`config.mk`:
```
export PLATFORM = sky130hd
export DESIGN_NAME = snd_cmd_latch_flat
export DESIGN_NICKNAME = d
export VERILOG_FILES = /design/src/rtl/snd_cmd_latch_if.sv /design/src/rtl/snd_cmd_latch.sv /design/src/flat_wrapper.sv
export SDC_FILE = /design/constraint.sdc
export NUM_CORES = 1
export LEC_CHECK = 0
export BUFFER_PORTS_ARGS = -buffer_cell sky130_fd_sc_hd__buf_2
export CORE_MARGIN = 2
export CORE_UTILIZATION = 25
export CTS_CLUSTER_DIAMETER = 200
export DETAILED_ROUTE_END_ITERATION = 10
export HOLD_SLACK_MARGIN = 0.05
export MAX_ROUTING_LAYER = met4
export SKIP_CTS_REPAIR_TIMING = 1
export SYNTH_ARGS = -nofsm -noshare
export SYNTH_HDL_FRONTEND = slang
export SYNTH_SLANG_ARGS = --single-unit
export TNS_END_PERCENT = 30
```
`constraint.sdc`:
```
create_clock -name clk -period 2.45 [get_ports clk]
set_input_delay 0.49 -clock clk [delete_from_list [all_inputs] [get_ports clk]]
set_output_delay 0.49 -clock clk [all_outputs]
set_load 0.005 [all_outputs]
```
`src/rtl/snd_cmd_latch_if.sv`:
```
// snd_cmd_latch_if: main-board strobe/data and sound-CPU read/status bundle
interface snd_cmd_latch_if;
  logic       sndstb;
  logic [7:0] d;
  logic       srd;
  logic [7:0] dout;
  logic       sirq_n;
  logic       busy;
  logic       ovr;
  modport master (output sndstb, d, srd, input dout, sirq_n, busy, ovr);
  modport slave  (input sndstb, d, srd, output dout, sirq_n, busy, ovr);
endinterface

```
`src/rtl/snd_cmd_latch.sv`:
```
// snd_cmd_latch: synchronizes the main-CPU sound strobe, latches the command byte and interrupts the sound CPU
module snd_cmd_latch #(
  parameter int SYNC_STAGES = 2,
  parameter int MIN_LOW     = 3,
  parameter bit OVERWRITE   = 1'b1
) (
  input logic             clk,
  input logic             rst_n,
  snd_cmd_latch_if.slave  bus
);
  typedef enum logic [1:0] {ARMED_WAIT, IDLE, LOW} state_t;
  localparam logic [3:0] MIN = 4'(MIN_LOW);
  logic [SYNC_STAGES-1:0] sync_q, vld_q;
  state_t                 state_q, state_d;
  logic [3:0]             cnt_q, cnt_d;
  logic                   s_stb, cap;
  assign s_stb = sync_q[SYNC_STAGES-1];
  // strobe synchronizer; vld_q marks when the chain holds real samples, so a strobe
  // already low at reset release is never mistaken for an idle-then-falling one
  always_ff @(posedge clk or negedge rst_n) begin
    if (!rst_n) begin
      sync_q <= '1;
      vld_q  <= '0;
    end else begin
      sync_q <= {sync_q[SYNC_STAGES-2:0], bus.sndstb};
      vld_q  <= {vld_q[SYNC_STAGES-2:0], 1'b1};
    end
  end
  // state register and low counter
  always_ff @(posedge clk or negedge rst_n) begin
    if (!rst_n) begin
      state_q <= ARMED_WAIT;
      cnt_q   <= '0;
    end else begin
      state_q <= state_d;
      cnt_q   <= cnt_d;
    end
  end
  // next state: count synchronized-low cycles in IDLE, one capture per strobe
  always_comb begin
    state_d = state_q;
    cnt_d   = cnt_q;
    case (state_q)
      ARMED_WAIT: state_d = (vld_q[SYNC_STAGES-1] && s_stb) ? IDLE : ARMED_WAIT;
      IDLE: begin
        cnt_d   = s_stb ? 4'd0 : cnt_q + 4'd1;
        state_d = (!s_stb && cnt_d == MIN) ? LOW : IDLE;
      end
      LOW: begin
        cnt_d   = s_stb ? 4'd0 : cnt_q;
        state_d = s_stb ? IDLE : LOW;
      end
      default: state_d = ARMED_WAIT;
    endcase
  end
  // capture fires on the edge where the low count reaches MIN_LOW
  always_comb cap = (state_q == IDLE) && !s_stb && (cnt_q + 4'd1 == MIN);
  // command byte, status flags and registered interrupt; a read on the capture edge
  // consumes the old byte so the new one lands as if the latch were empty
  always_ff @(posedge clk or negedge rst_n) begin
    if (!rst_n) begin
      bus.dout   <= 8'h00;
      bus.busy   <= 1'b0;
      bus.ovr    <= 1'b0;
      bus.sirq_n <= 1'b1;
    end else begin
      bus.dout   <= (cap && (!bus.busy || bus.srd || OVERWRITE)) ? bus.d : bus.dout;
      bus.busy   <= cap | (bus.busy & ~bus.srd);
      bus.ovr    <= (bus.ovr & ~bus.srd) | (cap & bus.busy & ~bus.srd);
      bus.sirq_n <= ~bus.busy;
    end
  end
endmodule

```
`src/flat_wrapper.sv`:
```
// flat-port wrapper written by rule: the top's interface ports become plain ports
module snd_cmd_latch_flat 
#(
  parameter int SYNC_STAGES = 2,
  parameter int MIN_LOW     = 3,
  parameter bit OVERWRITE   = 1'b1
)
  (clk, rst_n, bus_sndstb, bus_d, bus_srd, bus_dout, bus_sirq_n, bus_busy, bus_ovr);
  snd_cmd_latch_if bus_i ();
  input logic clk;
  input logic rst_n;
  input wire logic [$bits(bus_i.sndstb)-1:0] bus_sndstb;
  input wire logic [$bits(bus_i.d)-1:0] bus_d;
  input wire logic [$bits(bus_i.srd)-1:0] bus_srd;
  output wire logic [$bits(bus_i.dout)-1:0] bus_dout;
  output wire logic [$bits(bus_i.sirq_n)-1:0] bus_sirq_n;
  output wire logic [$bits(bus_i.busy)-1:0] bus_busy;
  output wire logic [$bits(bus_i.ovr)-1:0] bus_ovr;
  assign bus_i.sndstb = bus_sndstb;
  assign bus_i.d = bus_d;
  assign bus_i.srd = bus_srd;
  assign bus_dout = bus_i.dout;
  assign bus_sirq_n = bus_i.sirq_n;
  assign bus_busy = bus_i.busy;
  assign bus_ovr = bus_i.ovr;
  snd_cmd_latch #(.SYNC_STAGES(SYNC_STAGES), .MIN_LOW(MIN_LOW), .OVERWRITE(OVERWRITE)) u_core (.clk(clk), .rst_n(rst_n), .bus(bus_i));
endmodule
```
==> metrics.cfg, run 1 <==
[cts]
cts_buffers = 3
clock_latency_ps = 250
cts_max_path_buffers = 2
cts_tree = yes
clk_pin_slew_worst_paths_ps = 70
cts-root-buf = clkbuf_8
clock_sinks = 21
htreeDepth = 1

[sta]
finalClockSkew_ps = 0.804
finalMaxSlewViolations = 0
setup_tns_ps = 0
post-route-min-period_ps = 2110
hold_viol = 0
maxSlewHeadroom_pct = 56.8
whs_ps = 175
grt_setup_unrepaired = false
final-setup-viol-count = 0
final.setup.worst_slack_ps = 341
clock.fmax_mhz = 474
worstMarginPinSlew_ps = 646
period_share_pct = 86.1

[die]
rows = 22
die-height_um = 65.7
start_util_pct = 26.0
die_area_mm2 = 0.00432
core_area_mm2 = 0.00366
ios = 23
die_x_um = 65.7

[synth]
synthCells = 83
synth_top_area_cell = dfrtp_1
synth-compound-area-share_pct = 14.2
yosysSeqAreaShare_pct = 55.6
synth_area_leaders = dfrtp_1, mux2_2, dfstp_2
synth_edf_count = 0
yosys.area_share.adder_pct = 2.63
synth_top_cell_area_share_pct = 47.3
yosysMostFrequentCell = dfrtp_1
synth_top_family_by_area = compound AO/OA/AOI/OAI gates
synth.cell_area_um2 = 952
synth_mux_area_share_pct = 9.46
synth_xor_area_share_pct = 0.920
synth_simple_gate_area_share_pct = 13.9
yosys-top-cells-count = dfrtp_1, mux2_2, o21ai_0
ys_seq_elements = 21
synth_ff_type = dfrtp_1
postSynth.asyncResetShare_pct = 100
synth.distinct_cells = 31
yosysWarnings = 0
avgSynthCellArea_um2 = 11.5
syn_nets = 97

[critical_path]
crit_family = compound AO/OA/AOI/OAI gates
worstPathRequired_ps = 2590
critPathBufInv = 0
worstPathCellList = ha_1 -> nor2_1 -> a21oi_2 -> o41ai_4 -> mux2_2
crit_fanout = 10
endpoint_kind = flop
path_class = flop to flop
startpoint_type = flop
worstPathArrival_ps = 2250
worst_path_max_delay_cell = o41ai_4
max_stage_delay_ps = 610

[cells_and_area]
finalNetCount = 121
areaGrowthSynthToFinish_pct = 21.4
drive_above_1_share_pct = 40.6
final_core_util_pct = 31.6
antennaDiodeCount = 0
stdcell_area_mm2 = 0.00116

[global_routing]
antenna_found_initial = 0
grt_pass1_vias = 705
grtUsageTotal_pct = 9.11
grt_max_degree = 22
grt_pass1_wl_um = 2990
grt_overflow_total = 0

[flow_run]
maxCapViolCount = 0

[power]
power_density_mw_per_mm2 = 1040
peakVddDrop_mv = 0.505
switchingPower_mw = 0.413
combPwrFrac_pct = 34.7
seq_power_share_pct = 47.4
p_int_mw = 0.787
power.static_leakage_nw = 0.532
switching_share_pct = 34.4
clock_power_share_pct = 17.9

[placement]
port_buffers = 22
hpwl_um = 1260
post-place-ws_ps = 321
place_area_mm2 = 0.00111
gp_congestion = 0.893

[detailed_routing]
wl_per_cell_um = 10.7
vias_per_cell = 4.52
wl_um = 1650
num_vias = 696
drc = 0
detail-route-antenna-nets = 0
drt-pass1-iter-count = 3
drtIter0Drc = 9

[worst_hold_path]
hp-class = input pin to asynchronous set/reset pin

[outcome]
outcome = completed

[worst register-to-register path, stage by stage (launching register included)]
cell and delay, ps:
dfrtp_1 460, ha_1 280, nor2_1 170, a21oi_2 70, o41ai_4 610, mux2_2 410
[sequential cells by signal, indices dropped and copies added, names as in the netlist]
| signal | count |
|---|---|
| u_core.sync_q | 2 |
| u_core.state_q | 2 |
| u_core.vld_q | 2 |
| u_core.bus.sirq_n | 1 |
| u_core.cnt_q | 4 |
| u_core.bus.ovr | 1 |
| u_core.bus.busy | 1 |
| u_core.bus.dout | 8 |
[layout by cell type (no fill, tap or decap), drive strengths merged, types with 2 or more instances in the layout]
master / netlist / layout
a21oi: 6 / 6
ha: 2 / 2
o21ai: 7 / 7
nand2: 4 / 4
nand3: 4 / 4
dfstp: 3 / 3
clkbuf: 2 / 3
mux2: 8 / 8
inv: 4 / 4
nor2: 5 / 5
nor3: 2 / 2
dfrtp: 18 / 18
buf: 1 / 22
[final timing paths]
path / slack (ps) / to / cells after the start / startpoint
worst min-delay path: 180 / u_core.bus.dout[5]$_DFFE_PN0P_ / 1 / rst_n
min in group clk: 330 / u_core.sync_q[0]$_DFF_PN1_ / 1 / bus_sndstb
worst min register to register: 360 / u_core.sync_q[1]$_DFF_PN1_ / 0 / u_core.sync_q[0]$_DFF_PN1_
worst max register to register: 340 / u_core.bus.dout[2]$_DFFE_PN0P_ / 5 / u_core.cnt_q[0]$_DFFE_PN0P_
worst max-delay path: 340 / u_core.bus.dout[2]$_DFFE_PN0P_ / 5 / u_core.cnt_q[0]$_DFFE_PN0P_
max in group asynchronous: 1940 / u_core.bus.sirq_n$_DFF_PN1_ / 1 / rst_n
[area by class of cell]
cell class                 instances  area [um^2]
tap                               48         60.1
sequential                        21          529
inverter                           4         15.0
clock buffer                       3         41.3
fill                             352         2500
timing repair buffer              22          110
clock inverter                     1         5.00
multi-input combinational         55          395
[power by group through the flow]
stage	Combinational, mW	Sequential, mW	Clock [mW]
3_5_place_dp	0.418	0.571	0
2_1_floorplan	0.290	0.548	0
3_3_place_gp	0.410	0.565	0
5_1_grt	0.472	0.591	0.246
4_1_cts	0.421	0.568	0.224
6_report	0.416	0.569	0.215
[kinds of logic (layout without fill, tap and decap cells)]
kind of cell / Yosys count / in the layout
AND/OR/NAND/NOR: 24 / 24
flip-flops: 21 / 21
other: 1 / 1
buffers and inverters: 7 / 30
adder cells (fa/ha/maj): 2 / 2
XOR/XNOR: 1 / 1
AO/OA/AOI/OAI: 19 / 19
multiplexers: 8 / 8
[per-layer routing]
metal | vias to the layer above | global-route usage, % | wire (um)
met1 | 340 | 11.2 | 764
met4 | 0 | 4.17 | 0
met3 | 0 | 1.88 | 79
met2 | 19 | 14.4 | 806
met5 | - | - | 0
li1 | 337 | - | -
[stage by stage]
step	total power [mW]	cells
finish	1.20	154
global route	1.31	154
detailed placement	0.989	150
CTS	1.21	154
global placement	0.975	150
floorplan	0.838	83
Note: power is estimated with default switching activity, not from simulation.
==> run 2: changes to the inputs <==
PLACE_DENSITY = 0.45   (was unset)
==> run 2 against run 1 <==
  * Worst setup slack lost 24 ps
  * Largest cell class unchanged
  * Critical path depth grew 1
  * Non-clock buffer count grew 2
  * Critical path type unchanged
  * Die area is the same
  * Flip-flop and latch count is the same
==> metrics.cfg, run 2 (synthesized netlist as in run 1, its figures left out) <==
[detailed_routing]
drtIter0Drc = 48  ; was 9
wl_per_cell_um = 11.7  ; was 10.7 um
num_vias = 685  ; was 696
drc = 0  ; unchanged
vias_per_cell = 4.39  ; was 4.52
wl_um = 1820  ; was 1650 um
detail-route-antenna-nets = 0  ; unchanged
drt-pass1-iter-count = 4  ; was 3

[global_routing]
grt_pass1_vias = 705  ; unchanged
grt_overflow_total = 0  ; unchanged
antenna_found_initial = 0  ; unchanged
grt_max_degree = 22  ; unchanged
grtUsageTotal_pct = 10.5  ; was 9.11%
grt_pass1_wl_um = 3350  ; was 2990 um

[critical_path]
path_class = flop to flop  ; unchanged
crit_family = compound AO/OA/AOI/OAI gates  ; unchanged
worst_path_max_delay_cell = dfrtp_1  ; was o41ai_4
worstPathRequired_ps = 2600  ; was 2590 ps
endpoint_kind = flop  ; unchanged
startpoint_type = flop  ; unchanged
worstPathCellList = ha_1 -> nor2_1 -> a21oi_2 -> o41ai_4 -> buf_4 -> mux2_2  ; was ha_1 -> nor2_1 -> a21oi_2 -> o41ai_4 -> mux2_2
max_stage_delay_ps = 460  ; was 610 ps
critPathBufInv = 1  ; was 0
ff2ff_setup_slack_ps = 320  ; was 340 ps
crit_fanout = 9  ; was 10
worstPathArrival_ps = 2280  ; was 2250 ps

[sta]
post-route-min-period_ps = 2130  ; was 2110 ps
period_share_pct = 87.1  ; was 86.1%
final-setup-viol-count = 0  ; unchanged
clock.fmax_mhz = 469  ; was 474 MHz
final.setup.worst_slack_ps = 316  ; was 341 ps
whs_ps = 178  ; was 175 ps
finalClockSkew_ps = 2.93  ; was 0.804 ps
setup_tns_ps = 0  ; unchanged
grt_setup_unrepaired = false  ; unchanged
finalMaxSlewViolations = 0  ; unchanged
hold_viol = 0  ; unchanged

[cells_and_area]
drive_above_1_share_pct = 41.7  ; was 40.6%
multi_input_area_um2 = 395  ; unchanged
finalNetCount = 123  ; was 121
final_cell_mix = buf_2, dfrtp_1, mux2_2  ; unchanged
areaGrowthSynthToFinish_pct = 23.3  ; was 21.4%
num-fill-cells = 376  ; was 352
antennaDiodeCount = 0  ; unchanged
mostFrequentLayoutCell = buf_2  ; unchanged
final_core_util_pct = 32.1  ; was 31.6%
ff_latch_area_um2 = 529  ; unchanged
top_register = u_core.bus.dout  ; unchanged
largest_reg_flops = 8  ; unchanged
reg.largest.list = u_core.bus.dout x8, u_core.cnt_q x4  ; unchanged

[placement]
gp_congestion = 0.839  ; was 0.893
hpwl_um = 1340  ; was 1260 um
port_buffers = 22  ; unchanged
post-place-ws_ps = 313  ; was 321 ps

[die]
die_x_um = 65.7  ; unchanged
start_util_pct = 26.0  ; unchanged
ios = 23  ; unchanged
die_area_mm2 = 0.00432  ; unchanged
core_area_mm2 = 0.00366  ; unchanged
die-height_um = 65.7  ; unchanged
rows = 22  ; unchanged

[cts]
clock_sinks = 21  ; unchanged
clk_pin_slew_worst_paths_ps = 80  ; was 70 ps
cts-root-buf = clkbuf_8  ; unchanged
clock_latency_ps = 260  ; was 250 ps
cts_max_path_buffers = 2  ; unchanged
cts_tree = yes  ; unchanged
htreeDepth = 1  ; unchanged
cts_buffers = 3  ; unchanged

[power]
peakVddDrop_mv = 0.387  ; was 0.505 mV
switchingPower_mw = 0.425  ; was 0.413 mW
p_int_mw = 0.800  ; was 0.787 mW
power_density_mw_per_mm2 = 1040  ; about the same
clock_power_share_pct = 18.4  ; was 17.9%
power.static_leakage_nw = 0.539  ; was 0.532 nW
seq_power_share_pct = 45.3  ; was 47.4%
combPwrFrac_pct = 36.3  ; was 34.7%
switching_share_pct = 34.7  ; was 34.4%

[outcome]
outcome = completed  ; unchanged

[worst_hold_path]
hp-class = input pin to asynchronous set/reset pin  ; unchanged

[flow_run]
maxCapViolCount = 0  ; unchanged

## run 2: stage by stage
step | power [mW] | std cells | area [um^2]
after floorplan | 0.838 | 83 | 952
after global placement | 1.00 | 152 | 1120
after detailed placement | 1.01 | 152 | 1120
after CTS | 1.24 | 156 | 1170
after global routing | 1.35 | 156 | 1170
final | 1.22 | 156 | 1170
## run 2: area by class of cell
type,instances,area share (%)
tap,48,5.12
clock inverter,1,0.640
inverter,4,1.28
multi-input combinational,55,33.7
timing repair buffer,24,10.7
sequential,21,45.1
clock buffer,3,3.52
## run 2: layer usage
layer | share of wire, % | track usage (%) | vias up
met5 | 0 | - | -
met4 | 0 | 2.08 | 0
met3 | 6.4 | 4.11 | 0
met2 | 44 | 14.5 | 20
met1 | 50 | 14.5 | 324
li1 | - | - | 341
## run 2: power groups by stage
stage | combinational, mW | clock (mW) | sequential [mW]
floorplan | 0.290 | 0 | 0.548
global placement | 0.442 | 0 | 0.559
detailed placement | 0.449 | 0 | 0.561
CTS | 0.451 | 0.237 | 0.555
global route | 0.509 | 0.262 | 0.579
finish | 0.445 | 0.225 | 0.555
## run 2: final timing paths
| path | cells after the start | endpoint | start |
|---|---|---|---|
| worst max-delay path | 6 | u_core.bus.dout[0]$_DFFE_PN0P_ | u_core.cnt_q[0]$_DFFE_PN0P_ |
| worst min-delay path | 1 | u_core.state_q[1]$_DFF_PN0_ | rst_n |
| worst min register to register | 0 | u_core.sync_q[1]$_DFF_PN1_ | u_core.sync_q[0]$_DFF_PN1_ |
| max in group asynchronous | 1 | u_core.bus.sirq_n$_DFF_PN1_ | rst_n |
| min in group clk | 1 | u_core.sync_q[0]$_DFF_PN1_ | bus_sndstb |
| worst max register to register | 6 | u_core.bus.dout[0]$_DFFE_PN0P_ | u_core.cnt_q[0]$_DFFE_PN0P_ |
